$ cat config.mk
export PLATFORM = sky130hd
export DESIGN_NAME = choice_capture
export DESIGN_NICKNAME = d
export VERILOG_FILES = /design/src/rtl/game_defs.sv /design/src/rtl/key_debounce.sv /design/src/rtl/choice_capture.sv
export SDC_FILE = /design/constraint.sdc
export NUM_CORES = 1
export LEC_CHECK = 0
export ABC_CLOCK_PERIOD_IN_PS = 5300
export CAP_MARGIN = 20
export CORE_UTILIZATION = 38
export CTS_CLUSTER_SIZE = 16
export DETAILED_ROUTE_END_ITERATION = 8
export PLACE_DENSITY = 0.66
export SYNTH_ARGS = -nofsm -noshare
export SYNTH_HDL_FRONTEND = slang
export SYNTH_HIERARCHICAL = 1
export SYNTH_SLANG_ARGS = --single-unit
$ cat constraint.sdc
create_clock -name clk -period 5.3 [get_ports clk]
set_clock_uncertainty 0.2 [all_clocks]
set_input_delay 1.06 -clock clk [delete_from_list [all_inputs] [get_ports clk]]
set_output_delay 1.06 -clock clk [all_outputs]
set_load 0.005 [all_outputs]
$ cat src/rtl/game_defs.sv
// -----------------------------------------------------------------------------
// game_defs
//   Definitions shared by the game controller front end: the one-hot choice
//   encodings, the capture FSM state encodings, the waitingPlayer codes and
//   the small helpers that decode them.
// -----------------------------------------------------------------------------
package game_defs;

  typedef logic [2:0] choice_t;

  localparam choice_t CAT     = 3'b001;
  localparam choice_t DOG     = 3'b010;
  localparam choice_t CHICKEN = 3'b100;
  localparam choice_t NO_CHOICE = 3'b000;

  localparam logic [1:0] P1_WAIT = 2'd0;
  localparam logic [1:0] P2_WAIT = 2'd1;
  localparam logic [1:0] READY   = 2'd2;

  localparam logic [1:0] WAITING_P1   = 2'b01;
  localparam logic [1:0] WAITING_P2   = 2'b10;
  localparam logic [1:0] WAITING_NONE = 2'b00;

  // Exactly one of the three switches up; 000 and multi-hot are rejected.
  function automatic logic is_onehot3(input choice_t v);
    return (v == CAT) || (v == DOG) || (v == CHICKEN);
  endfunction

  function automatic logic [1:0] waiting_code(input logic [1:0] st);
    logic [1:0] code;
    case (st)
      P1_WAIT: code = WAITING_P1;
      P2_WAIT: code = WAITING_P2;
      default: code = WAITING_NONE;
    endcase
    return code;
  endfunction

endpackage

$ cat src/rtl/key_debounce.sv
// -----------------------------------------------------------------------------
// key_debounce
//   Conditions a raw active-low push key that is asynchronous to clk.
//   2-FF synchroniser -> stability down-counter -> debounced level -> one-cycle
//   pulse on the released->pressed transition. Releases produce no pulse.
//   Raw edge to press_pulse latency is 2 + DEBOUNCE_CYCLES cycles.
//
// Parameters
//   DEBOUNCE_CYCLES  consecutive equal synchronised samples needed to accept
//                    a new level (>= 1)
// Ports
//   clk            in  system clock
//   stateReset     in  synchronous active-high reset (returns to "released")
//   key_n          in  raw key, active-low
//   pressed_level  out debounced level, 1 = pressed
//   press_pulse    out one-cycle pulse per accepted press
// -----------------------------------------------------------------------------
module key_debounce #(
  parameter int unsigned DEBOUNCE_CYCLES = 500000
) (
  input  logic clk,
  input  logic stateReset,
  input  logic key_n,
  output logic pressed_level,
  output logic press_pulse
);

  localparam int unsigned CW = (DEBOUNCE_CYCLES > 1) ? $clog2(DEBOUNCE_CYCLES) : 1;
  localparam logic [CW-1:0] RELOAD = CW'(DEBOUNCE_CYCLES - 1);

  logic          sync1_n;
  logic          sync2_n;
  logic [CW-1:0] stable_cnt;
  logic          sample_pressed;
  logic          differs;

  assign sample_pressed = ~sync2_n;
  assign differs        = (sample_pressed != pressed_level);

  // The counter reloads whenever the sample agrees with the accepted level, so
  // it only reaches zero after DEBOUNCE_CYCLES back-to-back disagreeing samples.
  always_ff @(posedge clk) begin
    if (stateReset) begin
      sync1_n       <= 1'b1;
      sync2_n       <= 1'b1;
      stable_cnt    <= RELOAD;
      pressed_level <= 1'b0;
      press_pulse   <= 1'b0;
    end else begin
      sync1_n     <= key_n;
      sync2_n     <= sync1_n;
      press_pulse <= 1'b0;
      if (!differs) begin
        stable_cnt <= RELOAD;
      end else if (stable_cnt == '0) begin
        pressed_level <= sample_pressed;
        press_pulse   <= sample_pressed;
        stable_cnt    <= RELOAD;
      end else begin
        stable_cnt <= stable_cnt - CW'(1);
      end
    end
  end

endmodule

$ cat src/rtl/choice_capture.sv
// -----------------------------------------------------------------------------
// choice_capture
//   Collects the two player choices in turn from the shared switches. Each
//   choice is committed by a debounced confirm press with a one-hot sw value.
//   Both choices are then presented with choicesValid, held until ack.
//
//   state   | meaning
//   --------+-----------------------------------------------------------
//   P1_WAIT | waiting for player 1 to confirm a one-hot choice
//   P2_WAIT | player 1 committed, waiting for player 2
//   READY   | both committed, choicesValid high until ack
//
// Parameters
//   DEBOUNCE_CYCLES  confirm key stability requirement in cycles
//   TIMEOUT_CYCLES   per-player timeout (only used with CHOICE_TIMEOUT_EN)
// Build option
//   CHOICE_TIMEOUT_EN  when defined, a waiting player is auto-committed as CAT
//                      after TIMEOUT_CYCLES cycles without a valid press.
// Ports
//   clk            in   system clock
//   stateReset     in   synchronous active-high reset
//   sw[2:0]        in   raw choice switches (cat=001 dog=010 chicken=100)
//   confirm_n      in   raw confirm key, active-low, asynchronous
//   ack            in   controller has consumed the choices
//   player1Choice  out  committed player-1 choice
//   player2Choice  out  committed player-2 choice
//   choicesValid   out  both choices committed, held until ack
//   waitingPlayer  out  01 = P1, 10 = P2, 00 = ready
//   invalidPulse   out  one-cycle pulse: confirm with non-one-hot sw
// -----------------------------------------------------------------------------
module choice_capture
  import game_defs::*;
#(
  parameter int unsigned DEBOUNCE_CYCLES = 500000,
  parameter int unsigned TIMEOUT_CYCLES  = 250000000
) (
  input  logic       clk,
  input  logic       stateReset,
  input  logic [2:0] sw,
  input  logic       confirm_n,
  input  logic       ack,
  output logic [2:0] player1Choice,
  output logic [2:0] player2Choice,
  output logic       choicesValid,
  output logic [1:0] waitingPlayer,
  output logic       invalidPulse
);

  if (DEBOUNCE_CYCLES == 0 || TIMEOUT_CYCLES < 2) begin : g_bad_params
    $error("choice_capture: needs DEBOUNCE_CYCLES >= 1 and TIMEOUT_CYCLES >= 2");
  end

  logic       press;
  logic       key_level_unused;  // debounced level is not needed, only its edge
  logic [1:0] state;
  logic [1:0] state_nxt;
  logic       commit_p1;
  logic       commit_p2;
  choice_t    commit_val;
  logic       invalid_nxt;
  logic       timeout_hit;

  key_debounce #(
    .DEBOUNCE_CYCLES(DEBOUNCE_CYCLES)
  ) u_confirm_db (
    .clk          (clk),
    .stateReset   (stateReset),
    .key_n        (confirm_n),
    .pressed_level(key_level_unused),
    .press_pulse  (press)
  );

`ifdef CHOICE_TIMEOUT_EN
  localparam int unsigned TW = $clog2(TIMEOUT_CYCLES);
  localparam logic [TW-1:0] TMO_RELOAD = TW'(TIMEOUT_CYCLES - 1);

  logic [TW-1:0] tmo_cnt;

  assign timeout_hit = (state != READY) && (tmo_cnt == '0);

  // Restart on any state change so each player gets a full window.
  always_ff @(posedge clk) begin
    if (stateReset || (state_nxt != state) || (state == READY)) begin
      tmo_cnt <= TMO_RELOAD;
    end else begin
      tmo_cnt <= tmo_cnt - TW'(1);
    end
  end
`else
  assign timeout_hit = 1'b0;
`endif

  always_comb begin
    state_nxt   = state;
    commit_p1   = 1'b0;
    commit_p2   = 1'b0;
    commit_val  = sw;
    invalid_nxt = 1'b0;
    case (state)
      P1_WAIT, P2_WAIT: begin
        // A valid press beats a simultaneous timeout; an invalid one still
        // reports itself but lets the timeout commit go ahead.
        if (press && is_onehot3(sw)) begin
          commit_p1 = (state == P1_WAIT);
          commit_p2 = (state == P2_WAIT);
        end else begin
          invalid_nxt = press;
          if (timeout_hit) begin
            commit_val = CAT;
            commit_p1  = (state == P1_WAIT);
            commit_p2  = (state == P2_WAIT);
          end
        end
        if (commit_p1) state_nxt = P2_WAIT;
        if (commit_p2) state_nxt = READY;
      end
      READY: begin
        // Presses are ignored here, including one coinciding with ack.
        if (ack) state_nxt = P1_WAIT;
      end
      default: state_nxt = P1_WAIT;
    endcase
  end

  always_ff @(posedge clk) begin
    if (stateReset) begin
      state         <= P1_WAIT;
      player1Choice <= NO_CHOICE;
      player2Choice <= NO_CHOICE;
      choicesValid  <= 1'b0;
      waitingPlayer <= WAITING_P1;
      invalidPulse  <= 1'b0;
    end else begin
      state         <= state_nxt;
      invalidPulse  <= invalid_nxt;
      choicesValid  <= (state_nxt == READY);
      waitingPlayer <= waiting_code(state_nxt);
      if (commit_p1) player1Choice <= commit_val;
      if (commit_p2) player2Choice <= commit_val;
    end
  end

endmodule

# Word level (Yosys, flattened, before mapping)
# Cells that the tools add are included.
# classes
n_addsub,1
eq_ne,8
mux,11
n_bitwise,4
n_reduce_logical,11
# op_table
cell,n
$logic_not A19 Y1,1
$sub A19 B1 Y19 const B,1
$reduce_or A3 Y1,3
$pmux W2 S2,2
$mux W1,6
$mux W2,3
$eq A2 B1 Y1 const B,2
$eq A2 B2 Y1 const B,2
$logic_not A2 Y1,2
$not A1 Y1,4
$eq A3 B1 Y1 const B,1
$eq A3 B2 Y1 const B,1
$eq A3 B3 Y1 const B,1
$logic_or A1 B1 Y1,2
$reduce_and A2 Y1,1
$reduce_or A2 Y1,1
$logic_and A1 B1 Y1,1
$ne A1 B1 Y1,1
# word_totals
ff_bits,35
in_bits,7
out_inout_bits,10
elab_cells,46

# Longest topological paths before layout
# logic_depth
word_depth,11
mapped_depth,7
ltp_nobuf,6

# By module
# The synthesis kept the hierarchy.
# by_module_without_submodules
module,n_inst,cells_per_inst,area_each_um2
key_debounce,1,107,998.5
choice_capture,1,49,528.0

# Worst setup path after synthesis
# No wires, ideal clock.
# synth_path
path_kind,input to register
startpoint,input port sw[1]
endpoint,register state[0]
setup_ns,0.103
t_arrival_ns,1.857
path_slack_ns,3.139
path_stages,3
path_buffers,0
cell_sequence,xor2_2 > o2111a_1 > a2111oi_2
# synth_between
elab_chain_cells,9
word_cells_on_any_way,13
classes_between,eq/ne: 3; mux: 7; reduce/logical: 3
# synth_lines
element,line_no,text
from (decl),choice_capture.sv:39,"input logic [2:0] sw,"
$eq A3 B1 Y1 / $eq A3 B2 Y1 (equally long branches),game_defs.sv:26,return (v == CAT) || (v == DOG) || (v == CHICKEN);
$logic_or A1 B1 Y1,game_defs.sv:26,
$logic_or A1 B1 Y1 (*),game_defs.sv:26,
$logic_and A1 B1 Y1 (*),choice_capture.sv:103,if (press && is_onehot3(sw)) begin
$mux W1,choice_capture.sv:103,
$mux W1,choice_capture.sv:99,case (state)
$mux W2,choice_capture.sv:114,if (commit_p1) state_nxt = P2_WAIT;
$mux W2 (*),choice_capture.sv:115,if (commit_p2) state_nxt = READY;
$pmux W2 S2 (*),choice_capture.sv:99,
to (signal assigned),choice_capture.sv:134,state <= state_nxt;
to (decl),choice_capture.sv:55,logic [1:0] state;
# Every way passes the cells marked *; elsewhere a longest branch is shown, timed or not. The select of a mux whose other input is x is not followed.
# A chain may end at the register's enable or synchronous reset.

# Final worst setup path
# layout_path
startpoint,input port stateReset
endpoint,register u_confirm_db.stable_cnt[3]
# layout_between
elab_chain_cells,1
# layout_lines
element,line_no,text
from (decl),choice_capture.sv:38,"input logic stateReset,"
$reduce_or A3 Y1 (no source line),-,
to (signal assigned),key_debounce.sv:60,stable_cnt <= stable_cnt - CW'(1);
to (decl),key_debounce.sv:33,logic [CW-1:0] stable_cnt;
# Every way passes these cells.

==> flow_metrics.tcl <==
set metrics [dict create \
    met3_wirelength_um 91 \
    final_min_period_over_clock_period_pct 59.63 \
    m1WireLength_mm 1.338 \
    post-synth-top-count-cell "sky130_fd_sc_hd__dfxtp_1" \
    cts_setup_buffers 0 \
    vias_per_cell 5.198 \
    die_area_mm2 0.004275 \
    cts-htree-levels 2 \
    grt_max_degree 21 \
    start_util_pct 40.78 \
    place.detailed.hpwl_mm 2.064 \
    globalplace.congestion 0.7462 \
    worstSetupEndpointType "register" \
    finalSetupViolations 0 \
    top_signal_layer_used "met4" \
    chipHeight_um 65.38 \
    timing_hold_violations_final 0 \
    netlist_top_cells_area "sky130_fd_sc_hd__dfxtp_1, sky130_fd_sc_hd__xor2_1, sky130_fd_sc_hd__nand2b_1" \
    p_seq_share_pct 57.6 \
    first_drt_iteration_drcs 67 \
    synthesis.instances 156 \
    first_pass_grt_wire_length_mm 4.650 \
    cts.sinks 35 \
    synth_seq_area_share_pct 45.90 \
    setup_tns_ns 0 \
    tritoncts_clock_tree "built" \
    grt-ovfl-total 0 \
    synth.top_cell.area_share_pct 45.90 \
    die_width_um 65.38 \
    synth-edff-count 0 \
    hold_buffers 0 \
    postPlaceCellArea_mm2 0.001738 \
    ys_seq_elements 35 \
    post_route_cells_drive_above_1_share_pct 11.17 \
    ios 17 \
    unrepaired_setup_endpoints_after_global_routing "no" \
    clk_transition_reported_paths_ns 0.07 \
    synth_fp_nets 165 \
    ys.warnings.count 6 \
    total_grt_usage_pct 14.50 \
    powerDensity_mw_per_mm2 251.7 \
    critical_path_required_ns 5.26 \
    synthesis.area_mm2 0.001526 \
    netlist.top_cell.by_area "sky130_fd_sc_hd__dfxtp_1" \
    max-cap-violations 0 \
    cts.repair.resized 0 \
    routed_wire_length_per_instance_um 12.49 \
    reg2reg_setup_slack_ns 2.91 \
    worst_setup_path_start_kind "input pin" \
    cts.root.buffer_cell "sky130_fd_sc_hd__clkbuf_8" \
    async_flop_share_pct 0 \
    numPlacedInstances 218 \
    cellLeakagePower_uw 0.0006387 \
    max_slew_margin_pct 35.97 \
    antenna_cells_inserted 0 \
    numCtsBuffers 5 \
    port-buffer-count 16 \
    post-route-cell-area_mm2 0.001824 \
    run_status "complete, no violations" \
    routed-via-count 1180 \
    synth_ff_type "sky130_fd_sc_hd__dfxtp_1" \
    min-delay-path-class "reg2reg" \
    grt_pass1_vias 1114 \
    max_freq_ghz 0.3164 \
    timing.setup.critical_path_class "in2reg" \
    crit_fanout 20 \
    areaGrowthSynthToFinish_pct 19.51 \
    post_synth_top_cells "sky130_fd_sc_hd__dfxtp_1, sky130_fd_sc_hd__nand2_1, sky130_fd_sc_hd__nor2_1" \
    irDropWorstVdd_uv 122.2 \
    clk-insertion-delay-late_ns 0.28 \
    final-instance-count-excl-fill 227 \
    antenna_found_initial 0 \
    detailedPlace.worstSlack_ns 1.551 \
    detailroute.wirelength.met2_mm 1.344 \
    yosys.cell_types.count 44 \
    detail-route-antenna-nets 0 \
    p_int_uw 363.7 \
    holdPathStages 1 \
    dr.pass1.iters 5 \
    wire_length_after_detailed_routing_mm 2.836 \
    power_switching_share_pct 20.78 \
    core-area_mm2 0.003744 \
    power.share.clock_pct 38.8 \
    p_switching_uw 95.42 \
    worstPathArrival_ns 3.12 \
    final.min_clock_period_ns 3.160 \
    timing.final.max_slew_violations 0 \
    rows 22 \
    route.detailed.drc 0 \
    cts.path.max_buffers 2 \
    reg2reg_depth 7 \
    post-route-worst-setup-slack_ns 2.140 \
    synth_area_per_cell_um2 9.785 \
    timing_worst_slew_pin_value_ns 0.9584 \
    power.share.combinational_pct 3.6 \
    nets 187 \
]
cells by family (layout without fill, tap and decap cells):
family | after synthesis | count (layout) | synth area share [%]
AO/OA/AOI/OAI | 23 | 23 | 12.21
XOR/XNOR | 14 | 14 | 8.525
adder cells (fa/ha/maj) | 2 | 2 | 1.639
buffers and inverters | 8 | 31 | 2.049
flip-flops | 35 | 35 | 45.90
multiplexers | 5 | 5 | 3.279
AND/OR/NAND/NOR | 69 | 69 | 26.39
cell usage in the layout, fill, tap and decap left out, types with 3 or more instances in the layout:
cell                               n
sky130_fd_sc_hd__or4_1             3
sky130_fd_sc_hd__nand3_1           5
sky130_fd_sc_hd__a21oi_1           6
sky130_fd_sc_hd__nand2_1          12
sky130_fd_sc_hd__mux2i_1           5
sky130_fd_sc_hd__or2_2             3
sky130_fd_sc_hd__nand4_1           3
sky130_fd_sc_hd__dfxtp_1          35
sky130_fd_sc_hd__nor4_1            5
sky130_fd_sc_hd__o21ai_0           3
sky130_fd_sc_hd__xor2_1            9
sky130_fd_sc_hd__xnor2_1           4
sky130_fd_sc_hd__clkdlybuf4s50_1  16
sky130_fd_sc_hd__inv_1             6
sky130_fd_sc_hd__clkbuf_8          5
sky130_fd_sc_hd__nor2_1           12
sky130_fd_sc_hd__nor3_1            3
sky130_fd_sc_hd__nand2b_1          9
critical path, cell delays in order:
cell,delay (ns)
sky130_fd_sc_hd__clkdlybuf4s50_1,0.72
sky130_fd_sc_hd__a21oi_1,0.39
sky130_fd_sc_hd__a21boi_0,0.59
sky130_fd_sc_hd__clkbuf_2,0.28
sky130_fd_sc_hd__nand3_1,0.08
worst paths after layout:
kind | from | to
max | stateReset | u_confirm_db/stable_cnt[3]
max reg2reg | u_confirm_db/stable_cnt[0] | u_confirm_db/stable_cnt[3]
min reg2reg | u_confirm_db/sync1_n | u_confirm_db/sync2_n
min | u_confirm_db/sync1_n | u_confirm_db/sync2_n
flip-flops by register name (all words and copies together), names as in the netlist:
register,cells
choicesValid,1
u_confirm_db/sync2_n,1
waitingPlayer,2
u_confirm_db/stable_cnt,19
u_confirm_db/pressed_level,1
invalidPulse,1
player1Choice,3
u_confirm_db/sync1_n,1
player2Choice,3
u_confirm_db/press_pulse,1
state,2
cell type report:
| class | count | area [µm²] |
|---|---|---|
| clock inverters | 1 | 5.005 |
| repair buffers | 17 | 165.2 |
| multi-input cells | 113 | 794.5 |
| clock buffers | 7 | 76.32 |
| inverters | 6 | 22.52 |
| flip-flops and latches | 35 | 700.7 |
| fillers | 358 | 1919 |
| well taps | 48 | 60.06 |
metal layers:
metal / global-route usage [%] / vias up
met5: 0 / -
met4: 8.967 / 0
met3: 3.646 / 7
met2: 25.00 / 21
met1: 15.76 / 552
li1: - / 600
power by group through the flow:
| stage | clock (µW) | sequential [µW] | combinational [µW] |
|---|---|---|---|
| after floorplan | 0 | 270 | 8.22 |
| after global placement | 0 | 270 | 15.8 |
| after detailed placement | 0 | 270 | 16.4 |
| after CTS | 187 | 264 | 16.4 |
| after global routing | 196 | 264 | 18.1 |
| final | 178 | 264 | 16.7 |
through the flow:
| step | power, µW | hold slack (ns) | util, % |
|---|---|---|---|
| 2_1_floorplan | 278.4 | 0.1895 | - |
| 3_3_place_gp | 286.1 | 0.2009 | 46.42 |
| 3_5_place_dp | 286.8 | 0.2111 | 46.42 |
| 4_1_cts | 467.6 | 0.2162 | 48.60 |
| 5_1_grt | 478.8 | 0.2400 | 48.73 |
| 6_report | 459.1 | 0.2131 | 48.73 |
Note: power is estimated with default switching activity, not from simulation.
